## src/rtl/inst_fetch_ctrl_if.sv

```systemverilog
// Fetch-stage bus bundle: instruction bus, redirect input, FIFO write port and status.
// inst_req/inst_addr_ok: a request is accepted in the cycle both are high.
// inst_data_ok returns the accepted request's instruction pair, one request in flight.
interface inst_fetch_ctrl_if;
  logic        fifo_full;
  logic        redirect_en;
  logic [31:0] redirect_pc;
  logic        inst_req;
  logic [31:0] inst_addr;
  logic        inst_addr_ok;
  logic        inst_data_ok;
  logic [31:0] inst_rdata1;
  logic [31:0] inst_rdata2;
  logic        fifo_rst;
  logic        write_en1;
  logic        write_en2;
  logic [31:0] write_address1;
  logic [31:0] write_address2;
  logic [31:0] write_data1;
  logic [31:0] write_data2;
  logic        fetch_adel;

  modport master (
    input  fifo_full, redirect_en, redirect_pc,
    input  inst_addr_ok, inst_data_ok, inst_rdata1, inst_rdata2,
    output inst_req, inst_addr, fifo_rst,
    output write_en1, write_en2, write_address1, write_address2,
    output write_data1, write_data2, fetch_adel
  );

  modport slave (
    output fifo_full, redirect_en, redirect_pc,
    output inst_addr_ok, inst_data_ok, inst_rdata1, inst_rdata2,
    input  inst_req, inst_addr, fifo_rst,
    input  write_en1, write_en2, write_address1, write_address2,
    input  write_data1, write_data2, fetch_adel
  );
endinterface

```

## src/rtl/inst_fetch_ctrl.sv

```systemverilog
// Fetch-stage controller: owns the PC, issues 2-wide instruction requests one at a
// time, writes returned pairs into the instruction FIFO and handles redirects.
module inst_fetch_ctrl #(
  parameter logic [31:0] RESET_PC = 32'hBFC0_0000
) (
  input  logic               clk,
  input  logic               rst,
  inst_fetch_ctrl_if.master  bus,
  output logic [1:0]         fsm_state_o
);

  typedef enum logic [1:0] {
    S_IDLE    = 2'd0,
    S_REQ     = 2'd1,
    S_WAIT    = 2'd2,
    S_DISCARD = 2'd3
  } state_e;

  state_e      state_q, state_d;
  logic [31:0] pc_q, pc_d;
  logic [31:0] pc_req_q, pc_req_d;
  logic        fetch_adel_q;
  logic        issue;
  logic        deliver;

  assign issue   = (state_q == S_REQ) & ~bus.fifo_full & ~fetch_adel_q & ~bus.redirect_en;
  assign deliver = (state_q == S_WAIT) & bus.inst_data_ok & ~bus.redirect_en;

  always_comb begin
    state_d  = state_q;
    pc_d     = pc_q;
    pc_req_d = pc_req_q;
    case (state_q)
      S_IDLE: state_d = S_REQ;
      S_REQ: begin
        if (bus.redirect_en) begin
          if (bus.inst_addr_ok) state_d = S_DISCARD;
        end else if (issue && bus.inst_addr_ok) begin
          state_d  = S_WAIT;
          pc_req_d = pc_q;
        end
      end
      S_WAIT: begin
        if (bus.inst_data_ok)     state_d = S_REQ;
        else if (bus.redirect_en) state_d = S_DISCARD;
      end
      S_DISCARD: begin
        if (bus.inst_data_ok) state_d = S_REQ;
      end
      default: state_d = S_IDLE;
    endcase
    // An odd-word fetch only reaches the end of its 8-byte block.
    if (deliver) pc_d = pc_req_q + (pc_req_q[2] ? 32'd4 : 32'd8);
    if (bus.redirect_en) pc_d = bus.redirect_pc;
  end

  always_ff @(posedge clk) begin
    if (rst) begin
      state_q      <= S_IDLE;
      pc_q         <= RESET_PC;
      pc_req_q     <= RESET_PC;
      fetch_adel_q <= 1'b0;
    end else begin
      state_q      <= state_d;
      pc_q         <= pc_d;
      pc_req_q     <= pc_req_d;
      fetch_adel_q <= |pc_d[1:0];
    end
  end

  assign bus.inst_req       = issue & ~rst;
  assign bus.inst_addr      = pc_q;
  assign bus.fifo_rst       = rst | bus.redirect_en;
  assign bus.write_en1      = deliver & ~rst;
  assign bus.write_en2      = deliver & ~rst & ~pc_req_q[2];
  assign bus.write_address1 = pc_req_q;
  assign bus.write_address2 = pc_req_q + 32'd4;
  assign bus.write_data1    = bus.inst_rdata1;
  assign bus.write_data2    = bus.inst_rdata2;
  assign bus.fetch_adel     = fetch_adel_q;
  assign fsm_state_o        = state_q;

endmodule

```

## src/flat_wrapper.sv

```systemverilog
// flat-port wrapper written by rule: the top's interface ports become plain ports
module inst_fetch_ctrl_flat 
#(
  parameter logic [31:0] RESET_PC = 32'hBFC0_0000
)
  (clk, rst, fsm_state_o, bus_fifo_full, bus_redirect_en, bus_redirect_pc, bus_inst_addr_ok, bus_inst_data_ok, bus_inst_rdata1, bus_inst_rdata2, bus_inst_req, bus_inst_addr, bus_fifo_rst, bus_write_en1, bus_write_en2, bus_write_address1, bus_write_address2, bus_write_data1, bus_write_data2, bus_fetch_adel);
  inst_fetch_ctrl_if bus_i ();
  input  logic clk;
  input  logic rst;
  output logic [1:0] fsm_state_o;
  input wire logic [$bits(bus_i.fifo_full)-1:0] bus_fifo_full;
  input wire logic [$bits(bus_i.redirect_en)-1:0] bus_redirect_en;
  input wire logic [$bits(bus_i.redirect_pc)-1:0] bus_redirect_pc;
  input wire logic [$bits(bus_i.inst_addr_ok)-1:0] bus_inst_addr_ok;
  input wire logic [$bits(bus_i.inst_data_ok)-1:0] bus_inst_data_ok;
  input wire logic [$bits(bus_i.inst_rdata1)-1:0] bus_inst_rdata1;
  input wire logic [$bits(bus_i.inst_rdata2)-1:0] bus_inst_rdata2;
  output wire logic [$bits(bus_i.inst_req)-1:0] bus_inst_req;
  output wire logic [$bits(bus_i.inst_addr)-1:0] bus_inst_addr;
  output wire logic [$bits(bus_i.fifo_rst)-1:0] bus_fifo_rst;
  output wire logic [$bits(bus_i.write_en1)-1:0] bus_write_en1;
  output wire logic [$bits(bus_i.write_en2)-1:0] bus_write_en2;
  output wire logic [$bits(bus_i.write_address1)-1:0] bus_write_address1;
  output wire logic [$bits(bus_i.write_address2)-1:0] bus_write_address2;
  output wire logic [$bits(bus_i.write_data1)-1:0] bus_write_data1;
  output wire logic [$bits(bus_i.write_data2)-1:0] bus_write_data2;
  output wire logic [$bits(bus_i.fetch_adel)-1:0] bus_fetch_adel;
  assign bus_i.fifo_full = bus_fifo_full;
  assign bus_i.redirect_en = bus_redirect_en;
  assign bus_i.redirect_pc = bus_redirect_pc;
  assign bus_i.inst_addr_ok = bus_inst_addr_ok;
  assign bus_i.inst_data_ok = bus_inst_data_ok;
  assign bus_i.inst_rdata1 = bus_inst_rdata1;
  assign bus_i.inst_rdata2 = bus_inst_rdata2;
  assign bus_inst_req = bus_i.inst_req;
  assign bus_inst_addr = bus_i.inst_addr;
  assign bus_fifo_rst = bus_i.fifo_rst;
  assign bus_write_en1 = bus_i.write_en1;
  assign bus_write_en2 = bus_i.write_en2;
  assign bus_write_address1 = bus_i.write_address1;
  assign bus_write_address2 = bus_i.write_address2;
  assign bus_write_data1 = bus_i.write_data1;
  assign bus_write_data2 = bus_i.write_data2;
  assign bus_fetch_adel = bus_i.fetch_adel;
  inst_fetch_ctrl #(.RESET_PC(RESET_PC)) u_core (.clk(clk), .rst(rst), .bus(bus_i), .fsm_state_o(fsm_state_o));
endmodule
```

## config.mk

```make
export PLATFORM = sky130hd
export DESIGN_NAME = inst_fetch_ctrl_flat
export DESIGN_NICKNAME = d
export VERILOG_FILES = /design/src/rtl/inst_fetch_ctrl_if.sv /design/src/rtl/inst_fetch_ctrl.sv /design/src/flat_wrapper.sv
export SDC_FILE = /design/constraint.sdc
export NUM_CORES = 1
export LEC_CHECK = 0
export BUFFER_PORTS_ARGS = -buffer_cell sky130_fd_sc_hd__buf_2
export CAP_MARGIN = 15
export CORE_AREA = 2 2 103 105
export DETAILED_ROUTE_END_ITERATION = 8
export DIE_AREA = 0 0 105 107
export GPL_TIMING_DRIVEN = 1
export PLACE_DENSITY = 0.82
export REMOVE_ABC_BUFFERS = 1
export SETUP_SLACK_MARGIN = 0.2
export SLEW_MARGIN = 20
export SYNTH_ARGS = -nofsm -noshare
export SYNTH_HDL_FRONTEND = slang
export SYNTH_SLANG_ARGS = --single-unit
```

## constraint.sdc

```tcl
create_clock -name clk -period 3.75 [get_ports clk]
set_input_delay 0.1875 -clock clk [delete_from_list [all_inputs] [get_ports clk]]
set_output_delay 0.1875 -clock clk [all_outputs]
set_load 0.05 [all_outputs]
```

==> run_results.csv <==
group,metric,value,unit
setup_path,crit_chain,"nand3_2 -> nor3_2 -> nand4_1 -> nor3_1 -> xor2_1 -> buf_2",
setup_path,worstSetupEndpointType,"primary output",
logic_synthesis,syn_inst,595,
routing,drt_iter0_markers,369,
grt,grt_max_degree,68,
power_and_ir_drop,p_leak,2.11,nW
worst_hold_path,min_path_type,"input port to flip-flop",
grt,overflow,0,
logic_synthesis,synth_fa_ha_area_frac,0.0171,
grt,antenna_found_initial,0,
sta,skew,0.0108,ns
floorplan,die_h,107,µm
place,dp.cells,768,
power_and_ir_drop,switching_share,0.358,
routing,via_per_inst,5.66,
logic_synthesis,synth-xor-area-share,0.107,
finish,nets,751,
logic_synthesis,synth-simple-area-share,0.268,
logic_synthesis,synth_most_common_cell,"nand2_1",
setup_path,path_delay_family,"simple AND/OR/NAND/NOR gates",
grt,grt_usage,0.336,
power_and_ir_drop,clock_power_share,0.322,
routing,wl_per_cell,24.4,µm
routing,drc,0,
finish,antenna_cells,0,
power_and_ir_drop,power.total,1.92,mW
power_and_ir_drop,seqPwrFrac,0.419,
sta,setup_tns,0,ns
logic_synthesis,synth_common_cells,"113 x nand2_1, 69 x buf_4, 67 x dfxtp_1",
logic_synthesis,synth-edff-count,0,
logic_synthesis,synth_warnings,0,
setup_path,crit_type,"flip-flop to primary output",
floorplan,die_w,105,µm
sta,finalCritPeriodShare,0.792,
logic_synthesis,synth_area,4400,µm²
logic_synthesis,synth.area.mux_share,0.00227,
clocking,insertion_delay,0.36,ns
sta,period_needed,2.97,ns
logic_synthesis,yosysSeqAreaShare,0.305,
sta,hold_viol,0,
logic_synthesis,synth_cell_type_count,49,
place,port_buffers,140,
logic_synthesis,ys_ff_latch,67,
floorplan,num_rows,37,
logic_synthesis,ys_top_cells_by_area,"dfxtp_1 30%, buf_4 12%, nand2_1 9.6%",
finish,drive_above_1_share,0.260,
place,dp_hpwl,15100,µm
power_and_ir_drop,cellPowerDensity,399,nW/µm²
run_status,status,"complete, no violations",
finish,area_growth,9.15,%
place,gp_congestion,0.910,
logic_synthesis,yosysTopAreaCell,"dfxtp_1",
routing,postRouteAntennaNets,0,
logic_synthesis,postSynthAreaPerCell,7.40,µm²
finish,finalNonFillerCells,783,
clocking,cts-resized-gates,0,
sta,setup_viol,0,
grt,grt_first_pass_wirelength,27200,µm
clocking,post-cts-setup-buffers,0,
sta,maxSlewHeadroom,0.534,
setup_path,cpMaxStageDelayCell,"nor3_2",
clocking,path_clk_slew,0.07,ns
sta,slew_violations,0,
logic_synthesis,synthArstFlopShare,0,
setup_path,crit_fanout,12,
sta,rsz0062_at_grt,"no",
floorplan,io-pin-count,269,
power_and_ir_drop,internal-power,1.23,mW
clocking,htree_levels,3,
floorplan,initial_utilization,0.436,
sta,tightest_slew,0.695,ns
setup_path,required,3.56,ns
logic_synthesis,ys.flop_type,"dfxtp_1",
flow_run,drv_cap,0,
logic_synthesis,synth_compound_area_frac,0.131,
sta,fmax,337,MHz
clocking,cts_hold_buffers,0,
routing,routed_wl,19100,µm
floorplan,core-area,10100,µm²
setup_path,critPathMaxStageDelay,0.58,ns
power_and_ir_drop,switching_power,0.686,mW
routing,first_pass_iters,5,
clocking,clk_path_buf_depth,2,
logic_synthesis,synth_top_family_by_area,"simple AND/OR/NAND/NOR gates",
clocking,cts_tree,"done",
grt,grt_pass1_vias,3988,
floorplan,die-area,11200,µm²
clocking,cts.sinks,67,
clocking,cts_made_buffers,9,
setup_path,worstPathArrival,2.78,ns
power_and_ir_drop,pwr-share-comb,0.258,
routing,num_vias,4432,
setup_path,startpoint_type,"flip-flop",
clocking,root_buffer,"clkbuf_8",
logic_synthesis,yosys.area.top_type_share,0.305,
setup_path,critPathBufInv,1,
power_and_ir_drop,peakVddDrop,366,µV
## registers in the layout, summed over array words and instances (netlist names)
register                   cells
u_core.bus.inst_addr          32
u_core.bus.write_address1     32
u_core.fsm_state_o             2
u_core.bus.fetch_adel          1
## path summary, 6_finish.rpt
kind                            slack, ns  cells after the start                      endpoint                    startpoint
worst max-delay path                 0.78                      6        bus_write_address2[28]  u_core.bus.write_address1[7]
worst min-delay path                 0.06                      3       u_core.bus.inst_addr[4]            bus_redirect_pc[4]
worst max register to register       1.41                      6      u_core.bus.inst_addr[14]  u_core.bus.write_address1[2]
worst min register to register       0.47                      2  u_core.bus.write_address1[9]       u_core.bus.inst_addr[9]
## metal layers
metal	GRT usage	routed length, µm	vias up
li1	-	-	2012
met1	0.306	5740	2027
met2	0.513	8240	359
met3	0.309	4120	30
met4	0.139	818	4
met5	0.110	159	-
## cells by family after synthesis
group           after synthesis
simple gates                248
buf+inv                     119
compound gates              100
flops                        67
xor+xnor                     54
fa+ha+maj                     6
mux                           1
## through the flow
stage | hold WS, ns | instance area [µm²] | worst slack, ns | utilization
5_1_grt | 0.0643 | 4800 | 0.615 | 0.476
3_5_place_dp | 0.376 | 4610 | 1.19 | 0.457
2_1_floorplan | 0.257 | 3700 | 0.738 | -
4_1_cts | 0.0535 | 4800 | 0.795 | 0.476
3_3_place_gp | 0.376 | 4610 | 1.30 | 0.457
6_report | 0.0569 | 4800 | 0.781 | 0.476
## cells in the final DEF (no fill, tap or decap), types with 2 or more instances in the layout
master / n
buf_2: 140
nand2_1: 113
dfxtp_1: 67
nor2_1: 53
a21oi_1: 52
xor2_1: 30
xnor2_1: 24
nand4_1: 18
nand3_1: 18
o21ai_0: 13
a211oi_1: 12
o22ai_1: 12
clkbuf_8: 11
inv_1: 10
nand3b_1: 10
nor3_1: 9
ha_1: 6
and3_1: 5
buf_4: 5
and2_1: 3
nor3_4: 2
and4_1: 2
nand2b_1: 2
a221oi_1: 2
nor3b_1: 2
a211o_1: 2
clkbuf_1: 2
## tightest hold or removal path, delay by kind of cell
family / cells / cell delay, ns
simple gates: 1 / 0.07
compound gates: 1 / 0.05
buf+inv: 1 / 0.08
## area by class of cell
class                           count  area, µm²
Clock buffer                       13        159
Clock inverter                      2       35.0
Fill cell                        1055       5290
Inverter                           11       41.3
Multi-Input combinational cell    409       2320
Sequential cell                    67       1340
Tap cell                          136        170
Timing Repair Buffer              145        738
## power groups by stage
stage                     clock (mW)  combinational, mW  sequential [mW]
after floorplan                    0              0.207            0.955
after global placement             0              0.487            0.816
after detailed placement           0              0.490            0.819
after CTS                      0.619              0.493            0.803
after global routing           0.646              0.531            0.810
final                          0.617              0.495            0.804
No activity file was read; power rests on OpenSTA's default activity.
